[src/rtl/fetch_pkg.sv]
`default_nettype none
// ============================================================================
// Module   : fetch_pkg
// Purpose  : Shared opcodes, NOP encoding and fetch queue entry layout.
// Revision : 1.0 - initial release
// ============================================================================
package fetch_pkg;

    // Queue entries are laid out for a 32-bit datapath.
    localparam int unsigned c_xlen = 32;

    localparam logic [6:0] c_op_jal    = 7'b1101111;
    localparam logic [6:0] c_op_branch = 7'b1100011;
    localparam logic [6:0] c_op_jalr   = 7'b1100111;

    localparam logic [c_xlen-1:0] c_nop_instr = 32'h0000_0013;

    typedef struct packed {
        logic [c_xlen-1:0] instr;
        logic [c_xlen-1:0] pc;
        logic [c_xlen-1:0] imm;
        logic [c_xlen-1:0] pc_save;
        logic              pred;
    } fq_entry_t;

endpackage
`default_nettype wire

[src/rtl/fetch_predecoder.sv]
`default_nettype none
// ============================================================================
// Module   : fetch_predecoder
// Purpose  : Combinational control-flow classification, immediate extraction
//            and static (JAL-taken / BTFN) prediction of a fetched word.
// Revision : 1.0 - initial release
// ============================================================================
module fetch_predecoder
    import fetch_pkg::*;
#(
    parameter int unsigned SIZE    = c_xlen,
    parameter bit          BTFN_EN = 1'b1
) (
    input  logic [SIZE-1:0] instruction,
    output logic [SIZE-1:0] imm,
    output logic            is_jal,
    output logic            is_branch,
    output logic            is_jalr,
    output logic            pred_taken
);

    logic [6:0]      w_opcode;
    logic [SIZE-1:0] w_imm_i;
    logic [SIZE-1:0] w_imm_b;
    logic [SIZE-1:0] w_imm_j;

    assign w_opcode = instruction[6:0];

    assign w_imm_i = {{(SIZE-12){instruction[31]}}, instruction[31:20]};
    assign w_imm_b = {{(SIZE-13){instruction[31]}}, instruction[31], instruction[7],
                      instruction[30:25], instruction[11:8], 1'b0};
    assign w_imm_j = {{(SIZE-21){instruction[31]}}, instruction[31], instruction[19:12],
                      instruction[20], instruction[30:21], 1'b0};

    always_comb begin
        is_jal     = 1'b0;
        is_branch  = 1'b0;
        is_jalr    = 1'b0;
        imm        = w_imm_i;
        pred_taken = 1'b0;
        case (w_opcode)
            c_op_jal: begin
                is_jal     = 1'b1;
                imm        = w_imm_j;
                pred_taken = 1'b1;
            end
            c_op_branch: begin
                is_branch  = 1'b1;
                imm        = w_imm_b;
                // Backward (negative offset) branches are predicted taken.
                pred_taken = BTFN_EN & w_imm_b[SIZE-1];
            end
            c_op_jalr: begin
                is_jalr = 1'b1;
            end
            default: ;
        endcase
    end

endmodule
`default_nettype wire

[src/rtl/fetch_queue_stage.sv]
`default_nettype none
// ============================================================================
// Module   : fetch_queue_stage
// Purpose  : Fetch stage with PC register, static prediction and a DEPTH-entry
//            queue decoupling instruction memory from a stallable decode.
// Revision : 1.0 - initial release
// ============================================================================
module fetch_queue_stage
    import fetch_pkg::*;
#(
    parameter int unsigned     SIZE     = c_xlen,
    parameter int unsigned     DEPTH    = 4,
    parameter logic [SIZE-1:0] RESET_PC = '0,
    parameter bit              BTFN_EN  = 1'b1
) (
    input  logic                       clk,
    input  logic                       reset,
    output logic [SIZE-1:0]            imem_addr_o,
    output logic                       imem_req_o,
    input  logic [SIZE-1:0]            instruction_i,
    input  logic                       misprediction,
    input  logic [SIZE-1:0]            correct_pc,
    input  logic                       dec_ready_i,
    output logic                       dec_valid_o,
    output logic [SIZE-1:0]            instruction_o,
    output logic [SIZE-1:0]            pc_o,
    output logic [SIZE-1:0]            imm_o,
    output logic [SIZE-1:0]            pc_save_o,
    output logic                       branch_prediction_o,
    output logic [$clog2(DEPTH+1)-1:0] fq_count_o
);

    localparam int unsigned         c_ptr_w = $clog2(DEPTH);
    localparam int unsigned         c_cnt_w = $clog2(DEPTH+1);
    localparam logic [c_cnt_w-1:0]  c_depth = c_cnt_w'(DEPTH);

    logic [SIZE-1:0]    r_pc;
    logic [c_ptr_w-1:0] r_wptr;
    logic [c_ptr_w-1:0] r_rptr;
    logic [c_cnt_w-1:0] r_count;
    fq_entry_t          r_mem [DEPTH];

    logic [SIZE-1:0] w_imm;
    logic            w_is_jal;
    logic            w_is_branch;
    logic            w_is_jalr;
    logic            w_pred_taken;
    logic            w_take;
    logic            w_valid;
    logic            w_pop;
    logic            w_push;
    logic [SIZE-1:0] w_pc_plus4;
    logic [SIZE-1:0] w_pc_next;
    fq_entry_t       w_new_entry;
    fq_entry_t       w_head;

    fetch_predecoder #(
        .SIZE    (SIZE),
        .BTFN_EN (BTFN_EN)
    ) u_predecoder (
        .instruction (instruction_i),
        .imm         (w_imm),
        .is_jal      (w_is_jal),
        .is_branch   (w_is_branch),
        .is_jalr     (w_is_jalr),
        .pred_taken  (w_pred_taken)
    );

    // Only direct control flow can redirect fetch; JALR targets are unknown here.
    assign w_take = w_pred_taken & (w_is_jal | w_is_branch) & ~w_is_jalr;

    assign w_valid    = (r_count != '0);
    assign w_pop      = w_valid & dec_ready_i;
    assign w_push     = ~misprediction & ((r_count < c_depth) | w_pop);
    assign w_pc_plus4 = r_pc + SIZE'(4);

    always_comb begin
        w_pc_next = r_pc;
        if (misprediction) begin
            w_pc_next = correct_pc;
        end else if (w_push) begin
            w_pc_next = w_take ? (r_pc + w_imm) : w_pc_plus4;
        end
    end

    always_comb begin
        w_new_entry.instr   = instruction_i;
        w_new_entry.pc      = r_pc;
        w_new_entry.imm     = w_imm;
        w_new_entry.pc_save = w_pc_plus4;
        w_new_entry.pred    = w_take;
    end

    always_ff @(posedge clk) begin
        if (reset) begin
            r_pc    <= RESET_PC;
            r_wptr  <= '0;
            r_rptr  <= '0;
            r_count <= '0;
        end else if (misprediction) begin
            r_pc    <= w_pc_next;
            r_wptr  <= '0;
            r_rptr  <= '0;
            r_count <= '0;
        end else begin
            r_pc    <= w_pc_next;
            r_wptr  <= r_wptr + c_ptr_w'(w_push);
            r_rptr  <= r_rptr + c_ptr_w'(w_pop);
            r_count <= r_count + c_cnt_w'(w_push) - c_cnt_w'(w_pop);
        end
    end

    // Payload storage needs no reset: occupancy alone qualifies the head.
    always_ff @(posedge clk) begin
        if (!reset && w_push) begin
            r_mem[r_wptr] <= w_new_entry;
        end
    end

    assign w_head = r_mem[r_rptr];

    always_comb begin
        instruction_o       = c_nop_instr;
        pc_o                = '0;
        imm_o               = '0;
        pc_save_o           = '0;
        branch_prediction_o = 1'b0;
        if (w_valid) begin
            instruction_o       = w_head.instr;
            pc_o                = w_head.pc;
            imm_o               = w_head.imm;
            pc_save_o           = w_head.pc_save;
            branch_prediction_o = w_head.pred;
        end
    end

    assign imem_addr_o = r_pc;
    assign imem_req_o  = w_push;
    assign dec_valid_o = w_valid;
    assign fq_count_o  = r_count;

endmodule
`default_nettype wire
[config.mk]
export PLATFORM = sky130hd
export DESIGN_NAME = fetch_queue_stage
export DESIGN_NICKNAME = d
export VERILOG_FILES = /design/src/rtl/fetch_pkg.sv /design/src/rtl/fetch_predecoder.sv /design/src/rtl/fetch_queue_stage.sv
export SDC_FILE = /design/constraint.sdc
export NUM_CORES = 1
export LEC_CHECK = 0
export CAP_MARGIN = 20
export CORE_MARGIN = 8
export CORE_UTILIZATION = 35
export DETAILED_ROUTE_END_ITERATION = 10
export SKIP_LAST_GASP = 1
export SLEW_MARGIN = 10
export SYNTH_ARGS = -nofsm -noshare
export SYNTH_HDL_FRONTEND = slang
export SYNTH_SLANG_ARGS = --single-unit
[constraint.sdc]
create_clock -name clk -period 14.6 [get_ports clk]
set_input_delay 2.19 -clock clk [delete_from_list [all_inputs] [get_ports clk]]
set_output_delay 2.19 -clock clk [all_outputs]
set_load 0.03 [all_outputs]
After elaboration in Yosys (flattened, before gate mapping)
Memory sizes are Yosys's and may differ from the RTL's. A register that Yosys moved wholly into a read port is not among the register bits.
Index checks and enable logic that the tools add are counted.
{"block": "op_classes", "eq_ne": 3, "add_sub_neg": 6, "n_lt_le_gt_ge": 1, "reduce_logical": 5, "muxes": 16, "bitwise": 8}
{"operator": "$mux 32", "count": 7}
{"operator": "$pmux 20 s2", "count": 1}
{"operator": "$add 32x3->32 const B", "count": 1}
{"operator": "$add 32x32->32", "count": 1}
{"operator": "$eq 7x7->1 const B", "count": 3}
{"operator": "$mux 1", "count": 6}
{"operator": "$add 2x1->2", "count": 2}
{"operator": "$and 1x1->1", "count": 4}
{"operator": "$add 3x1->3", "count": 1}
{"operator": "$lt 3x3->1 const B", "count": 1}
{"operator": "$reduce_bool 3->1", "count": 1}
{"operator": "$sub 3x1->3", "count": 1}
{"operator": "$mux 2", "count": 1}
{"operator": "$not 1->1", "count": 2}
{"operator": "$or 1x1->1", "count": 2}
{"operator": "$pmux 1 s2", "count": 1}
{"operator": "$reduce_bool 2->1", "count": 1}
{"operator": "$reduce_or 2->1", "count": 1}
{"operator": "$logic_and 1x1->1", "count": 1}
{"operator": "$logic_not 1->1", "count": 1}
{"block": "word_totals", "regBits": 39, "in_bits": 68, "mem_bits_rw": 516, "mem_count": 1, "word_cells": 44}
{"name": "r_mem", "depth": 4, "width": 129, "read_ports": 1, "rd_ports_with_merged_regs": 1, "write_ports": 1, "line_no": "fetch_queue_stage.sv:41", "rtl": "fq_entry_t r_mem [DEPTH];"}

Depth between registers and ports, before layout
Gate-level depths: netlist (run 1).
{"block": "depth", "depth_word": 8, "mapped_depth": 17, "depth_no_buf": 17}

By module
Synthesis (run 1) repeated with hierarchy kept, for this count alone.
{"block": "unflattened", "hier_cells": 1433, "hier_area_um2": 23781.6}
{"mod": "fetch_queue_stage", "instances": 1, "area_each_um2": 23389.9, "seq_area_each_um2": 16035.4, "cells_per_inst": 1383}
{"mod": "fetch_predecoder", "instances": 1, "area_each_um2": 391.6, "seq_area_each_um2": 0.0, "cells_per_inst": 50}

Least setup slack after synthesis (run 1)
No wires, ideal clock.
{"block": "synth_timing", "path_kind": "input port to flip-flop", "from": "input port dec_ready_i", "to": "memory r_mem[0][0] (netlist bit), enable pin", "path_buffers": 2, "required_time_ps": 13889, "slack_ps": 3514, "arrival_ps": 10375, "path_stages": 5, "path_cell_list": "nand2b_1 clkbuf_1 clkbuf_1 nand2_1 nor3_1"}
{"block": "synth_via", "elab_chain_cells": 6}
{"item": "from (decl)", "line_no": "fetch_queue_stage.sv:23", "rtl": "input logic dec_ready_i,"}
{"item": "$and 1x1->1", "line_no": "fetch_queue_stage.sv:73", "rtl": "assign w_pop = w_valid & dec_ready_i;"}
{"item": "$or 1x1->1", "line_no": "fetch_queue_stage.sv:74", "rtl": "assign w_push = ~misprediction & ((r_count < c_depth) | w_pop);"}
{"item": "$and 1x1->1", "line_no": "fetch_queue_stage.sv:74"}
{"item": "$logic_and 1x1->1", "line_no": "fetch_queue_stage.sv:115", "rtl": "if (!reset && w_push) begin"}
{"item": "$mux 1", "line_no": "fetch_queue_stage.sv:115"}
{"item": "$mux 1 (not written as such)", "line_no": "fetch_queue_stage.sv:116", "rtl": "r_mem[r_wptr] <= w_new_entry;"}
{"item": "to (decl)", "line_no": "fetch_queue_stage.sv:41"}
No other way between the ends.

Final worst setup path (run 1)
{"block": "layout_timing", "from": "input port misprediction", "to": "output port imem_req_o"}
{"block": "layout_via", "elab_chain_cells": 2}
{"item": "from (decl)", "line_no": "fetch_queue_stage.sv:21", "rtl": "input logic misprediction,"}
{"item": "$not 1->1", "line_no": "fetch_queue_stage.sv:74"}
{"item": "$and 1x1->1", "line_no": "fetch_queue_stage.sv:74"}
{"item": "to (decl)", "line_no": "fetch_queue_stage.sv:19", "rtl": "output logic imem_req_o,"}
No other way between the ends.

==> results of run 1 <==
==> kinds of logic after synthesis <==
family / after synthesis
and+or+nand+nor: 353
muxes: 112
buffers and inverters: 114
adders and majority gates: 38
xor gates and xnor gates: 52
AOI/OAI and AO/OA: 208
DFF: 475
==> worst max-delay path, delay by kind of cell <==
family | cells | cell delay [ns]
buf+inv | 3 | 1.51
simple gates | 1 | 0.38
==> sequential cells by signal (all words and copies together) (netlist names) <==
register     cells
fq_count_o       3
imem_addr_o     32
r_mem          436
r_rptr           2
r_wptr           2
==> power by group <==
| part | switching, mW | leakage (nW) | internal (mW) |
|---|---|---|---|
| logic | 0.368 | 3.53 | 0.245 |
| registers | 0.0258 | 4.34 | 1.52 |
| clock network | 0.532 | 0.795 | 0.732 |
==> synthesized netlist by cell type (4+ instances only) <==
master	count
nor2_1	59
inv_1	18
xor2_1	20
o21a_1	5
nor3b_1	6
o22ai_1	8
and3_1	13
nand3b_1	6
mux4_2	109
ha_1	36
and2_1	116
edfxtp_1	436
buf_1	13
nand4_1	12
a21oi_1	52
xnor2_1	32
or2_2	4
clkbuf_1	52
and4_1	6
buf_4	23
nand2b_1	8
a221o_1	4
a31oi_1	7
buf_2	6
o21ai_0	37
o211ai_1	6
o31ai_1	5
a221oi_1	12
nand3_1	23
a311oi_1	4
dfxtp_1	39
a22oi_1	4
a21o_1	30
nand2_1	72
nor3_1	12
nor2b_1	8
==> per-stage QoR <==
| step | hold WS (ns) | util, % |
|---|---|---|
| global route | 0.646 | 43.2 |
| finish | 0.623 | 43.2 |
| CTS | 0.630 | 43.1 |
| detailed placement | 0.608 | 40.4 |
| global placement | 0.603 | 40.4 |
| floorplan | 0.505 | - |
==> routing by layer <==
layer,vias up,wire length (um)
li1,5709,-
met1,6466,24400
met2,480,27600
met3,78,4180
met4,2,996
met5,-,13
==> worst max-delay path by stage <==
stage / to / slack, ns / cells after the start
5_1_grt: imem_req_o / 8.16 / 4
3_5_place_dp: imem_addr_o[30] / 7.94 / 18
2_1_floorplan: r_mem[0][0] / 3.51 / 5
6_report: imem_req_o / 8.31 / 4
4_1_cts: imem_req_o / 8.29 / 4
3_3_place_gp: imem_addr_o[28] / 8.09 / 18
==> final cells by class <==
class                      instances  area, um^2  area share [%]
antenna                            1        2.50         0.00965
clock buffer                      64        1310            5.07
clock inverter                    28         330            1.27
inverter                          18        67.6           0.261
multi-input combinational        763        6730            26.0
sequential                       475       13900            53.6
tap                              782         978            3.77
timing repair buffer             268        2620            10.1
==> impl_metrics.tcl, run 1 <==
set metrics [dict create \
    p_per_area_nw_per_um2 132 \
    critPathRequiredTime_ns 12.41 \
    final_net_count 1682 \
    fin_skew_ns 0.0282 \
    clkTransAtPathRegs_ns 0.06 \
    track_usage_pct 16.5 \
    critPathLaunchType "input port" \
    drc 0 \
    ir_drop_uv 78.9 \
    htree_levels 2 \
    crit_slowest_cell "clkdlybuf4s50_1" \
    dp.cells 2305 \
    maxCapViolations 0 \
    port_buffers 233 \
    placed_area_um2 24200 \
    power.leakage_nw 8.66 \
    grt_pass1_vias 12738 \
    period_share_pct 43.1 \
    met3_usage_pct 3.55 \
    syn_area_um2 21100 \
    clock-root-buffer "clkbuf_16" \
    max-slew-margin-rel_pct 35.8 \
    cts_tree "built" \
    wirelength_mm 57.2 \
    clock.fmax_ghz 0.159 \
    whs_endpoint "r_mem[0][65]" \
    synth-simple-area-share_pct 8.93 \
    critical_path_class "input port to primary output" \
    syn_to_final_growth_pct 22.8 \
    avgSynthCellArea_um2 15.6 \
    cts_buffer_depth 3 \
    ios 234 \
    layout.cells.non_filler 2399 \
    critical_path.most_common_cell "clkdlybuf4s50_1" \
    status "finished clean" \
    synth_edf_count 436 \
    rsz0062_at_grt "false" \
    synth_compound_area_share_pct 6.59 \
    busiest_layer "met2" \
    fin_crit_ns 6.29 \
    hold_buffers 0 \
    path_max_fanout 51 \
    fin_tns_setup_ns 0 \
    clock-sinks 475 \
    dp_hpwl_mm 38.0 \
    drt-initial-drc-count 1166 \
    synth_seq_cells 475 \
    crit_chain "clkdlybuf4s50_1 > buf_4 > nor2_1 > clkdlybuf4s50_1" \
    cts_made_buffers 50 \
    place_congestion 0.889 \
    die_h_um 262 \
    setup_viol 0 \
    antenna_found_initial 1 \
    slowest_delay_ns 0.82 \
    synth_mux_area_share_pct 11.8 \
    min_path_cells 0 \
    via_count 12735 \
    grt_overflow 0 \
    design_area_um2 25900 \
    synth.distinct_cells 69 \
    arrival_ns 4.10 \
    hold_path.class "register to register" \
    crit_path_start "misprediction" \
    fillers 5324 \
    synth_top_area_share_pct 62.0 \
    hold_path_startpoint "imem_addr_o[0]" \
    tightestPinTransition_ns 0.964 \
    reg2reg_from "fq_count_o[1]" \
    clk_latency_ns 0.60 \
    use_met1_pct 22.1 \
    ys_seq_area_share_pct 65.7 \
    synth_cells 1352 \
    wire_per_inst_um 23.8 \
    synth_area_leaders "edfxtp_1, mux4_2, dfxtp_1, and2_1, ha_1" \
    async_reset_ff_share_pct 0 \
    grt_max_degree 81 \
    via_per_inst 5.31 \
    dieWidth_um 262 \
    r2r_setup_slack_ns 10.78 \
    synth_largest_area_cell "edfxtp_1" \
    slew_violations 0 \
    yosys_warnings 0 \
    core_area_um2 60000 \
    synth_flop_cell "edfxtp_1" \
    critPathCaptureType "primary output" \
    setup_slack_ns 8.31 \
    antenna_left 0 \
    synth.net_count 1458 \
    synthXorXnorAreaFrac_pct 2.16 \
    synth_top_family_by_area "multiplexers" \
    layout_common_cells "edfxtp_1, clkdlybuf4s50_1, and2_1" \
    drt_first_pass_iters 5 \
    final_common_cell "edfxtp_1" \
    rows 90 \
    postCtsSetupRepairBufs 0 \
    start_util_pct 35.2 \
    die_area_um2 68400 \
    detailedPlace.worstSlack_ns 7.94 \
    synthAdderAreaFrac_pct 2.32 \
    r2r_cells 12 \
    power.total_mw 3.43 \
    timing.rr.end "fq_count_o[2]" \
    hold_viol 0 \
    ctsResizeCount 0 \
    drive_above_1_share_pct 15.1 \
    use_met2_pct 27.4 \
    grt_pass1_wl_mm 83.8 \
]
Power figures use the tool's default switching activity.
==> run 2: changes to the inputs <==
==> constraint.sdc (replaced) <==
create_clock -name clk -period 6.1 [get_ports clk]
set_input_delay 0.915 -clock clk [delete_from_list [all_inputs] [get_ports clk]]
set_output_delay 0.915 -clock clk [all_outputs]
set_load 0.03 [all_outputs]
==> run 2 against run 1 <==
Against the previous run:
- critical path depth up 14
- global-route usage up 0.075 points
- worst hold slack worse by 0.025 ns
- critical path type is now input port to register
- non-clock buffer count down 5
- clock power up 130%
- total power up 140%
- register-to-register slack worse by 7.9 ns
- worst setup slack worse by 7.0 ns
- combinational power up 140%
==> impl_metrics.tcl, run 2 (synthesis gave the netlist of run 1 again) <==
set metrics [dict create \
    ir_drop_uv 193 \
    max-slew-margin-rel_pct 28.8 \
    hold_slack_ns 0.599 \
    grt_max_degree 83 \
    via_count 12643 \
    die_area_um2 68400 \
    crit_chain "clkdlybuf4s50_1 > nor2b_1 > nand4_1 > nand2b_1 > inv_1 > nor3b_1 > ha_1 > inv_1 > fa_1 > and2b_1 > o31ai_1 > a211o_1 > a211o_1 > a21oi_1 > o221a_2 > mux2i_1 > nand2_1 > a31oi_1" \
    grt_overflow 0 \
    place_congestion 0.843 \
    final_net_count 1677 \
    postCtsSetupRepairBufs 0 \
    crit_slowest_cell "nor3b_1" \
    r2r_setup_slack_ns 2.90 \
    hold_buffers 0 \
    cts_buffer_depth 3 \
    top_layer "met5" \
    port_buffers 233 \
    rows 90 \
    r2r_cells 9 \
    dr_wl_met3_mm 4.08 \
    endpoint "imem_addr_o[28]" \
    maxCapViolations 0 \
    core_area_um2 60000 \
    clkTransAtPathRegs_ns 0.07 \
    fin_crit_ns 4.82 \
    wirelength_mm 57.6 \
    final_common_cell "edfxtp_1" \
    regMostFlops "r_mem" \
    wl_met2_mm 26.9 \
    setup_viol 0 \
    timing.rr.end "imem_addr_o[31]" \
    diodes 0 \
    critPathRequiredTime_ns 6.61 \
    clock-root-buffer "clkbuf_16" \
    layout_common_cells "edfxtp_1, clkdlybuf4s50_1, and2_1" \
    period_share_pct 79.0 \
    tightestPinTransition_ns 1.07 \
    slowest_delay_ns 0.54 \
    largest_reg_flops 436 \
    drive_above_1_share_pct 14.7 \
    critPathCaptureType "register" \
    drt-initial-drc-count 993 \
    grt_pass1_wl_mm 85.0 \
    ctsResizeCount 0 \
    syn_to_final_growth_pct 22.3 \
    via_per_inst 5.29 \
    htree_levels 2 \
    antenna_found_initial 1 \
    critical_path_class "input port to register" \
    p_per_area_nw_per_um2 313 \
    cts_tree "built" \
    fin_tns_setup_ns 0 \
    status "finished clean" \
    drc 0 \
    drt_first_pass_iters 5 \
    clock-sinks 475 \
    path_max_fanout 7 \
    crit_path_start "instruction_i[6]" \
    grt_pass1_vias 12616 \
    start_util_pct 35.2 \
    dieWidth_um 262 \
    wl_met1_mm 25.7 \
    fin_skew_ns 0.0205 \
    rsz0062_at_grt "false" \
    clk_latency_ns 0.58 \
    reg2reg_from "imem_addr_o[17]" \
    antenna_left 0 \
    clock.fmax_ghz 0.207 \
    slew_violations 0 \
    wire_per_inst_um 24.1 \
    track_usage_pct 16.5 \
    power.leakage_nw 8.60 \
    die_h_um 262 \
    hold_viol 0 \
    hold_path.class "register to register" \
    cts_made_buffers 50 \
    arrival_ns 5.33 \
    critPathLaunchType "input port" \
    ios 234 \
    dp_hpwl_mm 38.3 \
]
run 2: critical path: cells and delay by family:
kind / cells / cell delay [ns]
AOI/OAI and AO/OA: 6 / 1.46
adders and majority gates: 2 / 0.68
buffers and inverters: 3 / 0.68
muxes: 1 / 0.18
and+or+nand+nor: 6 / 1.42
run 2: final cells by class:
cell class,instances,area (um^2)
repair buffers,263,2590
clock inverters,25,205
multi-input cells,763,6740
well taps,782,978
flip-flops and latches,475,13900
fillers,5371,34200
clock buffers,65,1350
inverters,18,68.8
run 2: worst min-delay path by stage:
stage / startpoint / cells after the start / endpoint
6_report: imem_addr_o[0] / 0 / r_mem[1][65]
5_1_grt: imem_addr_o[0] / 0 / r_mem[1][65]
4_1_cts: imem_addr_o[0] / 0 / r_mem[1][65]
3_5_place_dp: imem_addr_o[0] / 0 / r_mem[1][65]
3_3_place_gp: imem_addr_o[0] / 0 / r_mem[0][65]
2_1_floorplan: imem_addr_o[0] / 0 / r_mem[0][65]
run 2: report_power, final:
group	switching [mW]	internal, mW
logic	0.853	0.586
registers	0.0844	3.65
clock network	1.23	1.68
total	2.17	5.91
run 2: per-stage QoR:
step	cell area [um^2]	instances	power (mW)	util, %	setup WS [ns]
after CTS	25800	2391	8.19	43.0	1.31
after floorplan	21100	1352	4.65	-	1.16
final	25800	2391	8.09	43.0	1.28
after global routing	25800	2391	8.39	43.0	0.948
after global placement	24300	2301	5.25	40.4	0.864
after detailed placement	24300	2301	5.26	40.4	0.688
run 2: per-layer routing:
metal  up-vias  GRT usage [%]
met3        60           3.52
li1       5680              -
met4         2           3.29
met5         -              0
met1      6445           23.2
met2       456           26.5
==> run 3: changes to the inputs <==
==> constraint.sdc (replaced) <==
create_clock -name clk -period 4.2 [get_ports clk]
set_input_delay 0.63 -clock clk [delete_from_list [all_inputs] [get_ports clk]]
set_output_delay 0.63 -clock clk [all_outputs]
set_load 0.03 [all_outputs]
==> run 3 against run 2 <==
Against the previous run:
- sequential power up 45%
- total power up 48%
- cell count increased by 3.1%
- combinational power is 54% higher
- register-to-register slack lost 1.8 ns
- non-clock buffer count rose by 73
- critical path type unchanged
- largest cell class unchanged
- highest routed layer unchanged
==> impl_metrics.tcl, run 3 (synthesis gave the netlist of run 1 again) <==
set metrics [dict create \
    status "finished clean" \
    drc 0 \
    clk_latency_ns 0.60 \
    wirelength_mm 58.1 \
    hold_viol 0 \
    syn_to_final_growth_pct 26.2 \
    layout_common_cells "edfxtp_1, clkdlybuf4s50_1, and2_1" \
    grt_pass1_wl_mm 85.9 \
    grt_max_degree 76 \
    cts_buffer_depth 3 \
    power.total_mw 12.0 \
    start_util_pct 35.2 \
    cts_tree "built" \
    clock.fmax_ghz 0.252 \
    final_net_count 1750 \
    hold_path.class "input port to register" \
    critical_path_class "input port to register" \
    core_area_um2 60000 \
    die_h_um 262 \
    arrival_ns 4.50 \
    p_per_area_nw_per_um2 450 \
    antenna_left 0 \
    setup_slack_ns 0.233 \
    dieWidth_um 262 \
    place_congestion 0.896 \
    fillers 5341 \
    drt-initial-drc-count 979 \
    power.switching_fraction_pct 26.6 \
    htree_levels 2 \
    hold_slack_ns 0.351 \
    largest_reg_flops 436 \
    via_count 12923 \
    detailedPlace.worstSlack_ns -0.467 \
    p_clk_share_pct 36.5 \
    pwr-share-seq_pct 45.0 \
    combPwrFrac_pct 18.5 \
    clkTransAtPathRegs_ns 0.07 \
    wire_per_inst_um 23.6 \
    period_share_pct 94.5 \
    track_usage_pct 16.8 \
    grt_pass1_vias 12977 \
    max-slew-margin-rel_pct 48.3 \
    rsz0062_at_grt "false" \
    switchingPower_mw 3.18 \
    port_buffers 233 \
    slew_violations 0 \
    antenna_found_initial 3 \
    tightestPinTransition_ns 0.773 \
    drt_first_pass_iters 5 \
    ios 234 \
    crit_chain "clkdlybuf4s50_1 > nor2b_1 > nand4_1 > nand2b_4 > inv_1 > nor3b_2 > buf_4 > ha_1 > inv_1 > fa_1 > and2b_1 > o31ai_1 > a211o_1 > a211o_4 > a21oi_4 > buf_4 > o221a_2 > mux2i_1 > nand2_1 > a31oi_1" \
    critPathCaptureType "register" \
    crit_slowest_cell "clkdlybuf4s50_1" \
    setup_viol 0 \
    slowest_delay_ns 0.48 \
    die_area_um2 68400 \
    rows 90 \
    via_per_inst 5.24 \
    diodes 0 \
    clock-root-buffer "clkbuf_16" \
    path_max_fanout 4 \
    power.leakage_nw 9.06 \
    critPathLaunchType "input port" \
    cts_made_buffers 50 \
    final_util_pct 44.4 \
    clock-sinks 475 \
    grt_overflow 0 \
    fin_skew_ns 0.0425 \
    fin_crit_ns 3.97 \
    regMostFlops "r_mem" \
    drive_above_1_share_pct 18.7 \
    dp_hpwl_mm 40.2 \
    critPathRequiredTime_ns 4.73 \
    ir_drop_uv 268 \
    final_common_cell "edfxtp_1" \
    intPower_mw 8.80 \
    maxCapViolations 0 \
]
run 3: worst max-delay path, delay by kind of cell:
family | cells | cell delay [ns]
and+or+nand+nor | 6 | 0.94
buffers and inverters | 5 | 0.91
muxes | 1 | 0.18
adders and majority gates | 2 | 0.54
AOI/OAI and AO/OA | 6 | 1.28
run 3: path summary, 6_finish.rpt:
check / startpoint / to / slack (ns) / depth (start not counted)
setup / recovery: instruction_i[4] / imem_addr_o[28] / 0.23 / 20
hold / removal: instruction_i[6] / r_mem[2][103] / 0.35 / 1
setup reg to reg: imem_addr_o[0] / imem_addr_o[28] / 1.15 / 13
hold reg to reg: imem_addr_o[0] / r_mem[0][65] / 0.57 / 0
run 3: per-layer routing:
| metal | global-route usage [%] | wire (um) |
|---|---|---|
| met5 | 0 | 10 |
| met4 | 3.74 | 1030 |
| met3 | 4.00 | 4210 |
| met2 | 26.6 | 27100 |
| met1 | 23.2 | 25700 |
run 3: power groups by stage:
stage / clock network (mW) / registers, mW / logic (mW)
after floorplan: 0 / 5.50 / 1.25
after detailed placement: 0 / 5.50 / 2.24
after global placement: 0 / 5.49 / 2.23
after CTS: 4.48 / 5.40 / 2.25
final: 4.37 / 5.39 / 2.22
after global routing: 4.63 / 5.41 / 2.37
run 3: layout make-up:
cell class	count	area [um^2]	area share (%)
Sequential cell	475	13900	52.1
Multi-Input combinational cell	763	6780	25.5
Timing Repair Buffer	336	3300	12.4
Clock buffer	65	1390	5.22
Tap cell	782	978	3.67
Clock inverter	26	230	0.864
Inverter	18	67.6	0.254
run 3: through the flow:
stage,setup TNS (ns),instances,cell area [um^2]
floorplan,-106.79,1352,21100
global placement,-4.19,2373,25000
detailed placement,-5.66,2373,25000
CTS,0,2464,26600
global route,0,2465,26600
finish,0,2465,26600
run 3: repair_timing:
action / in CTS / in global routing
hold buffers: 0 / 0
gates resized for setup: 0 / 8
setup endpoints to repair: 0 / 7
buffers inserted: 0 / 1
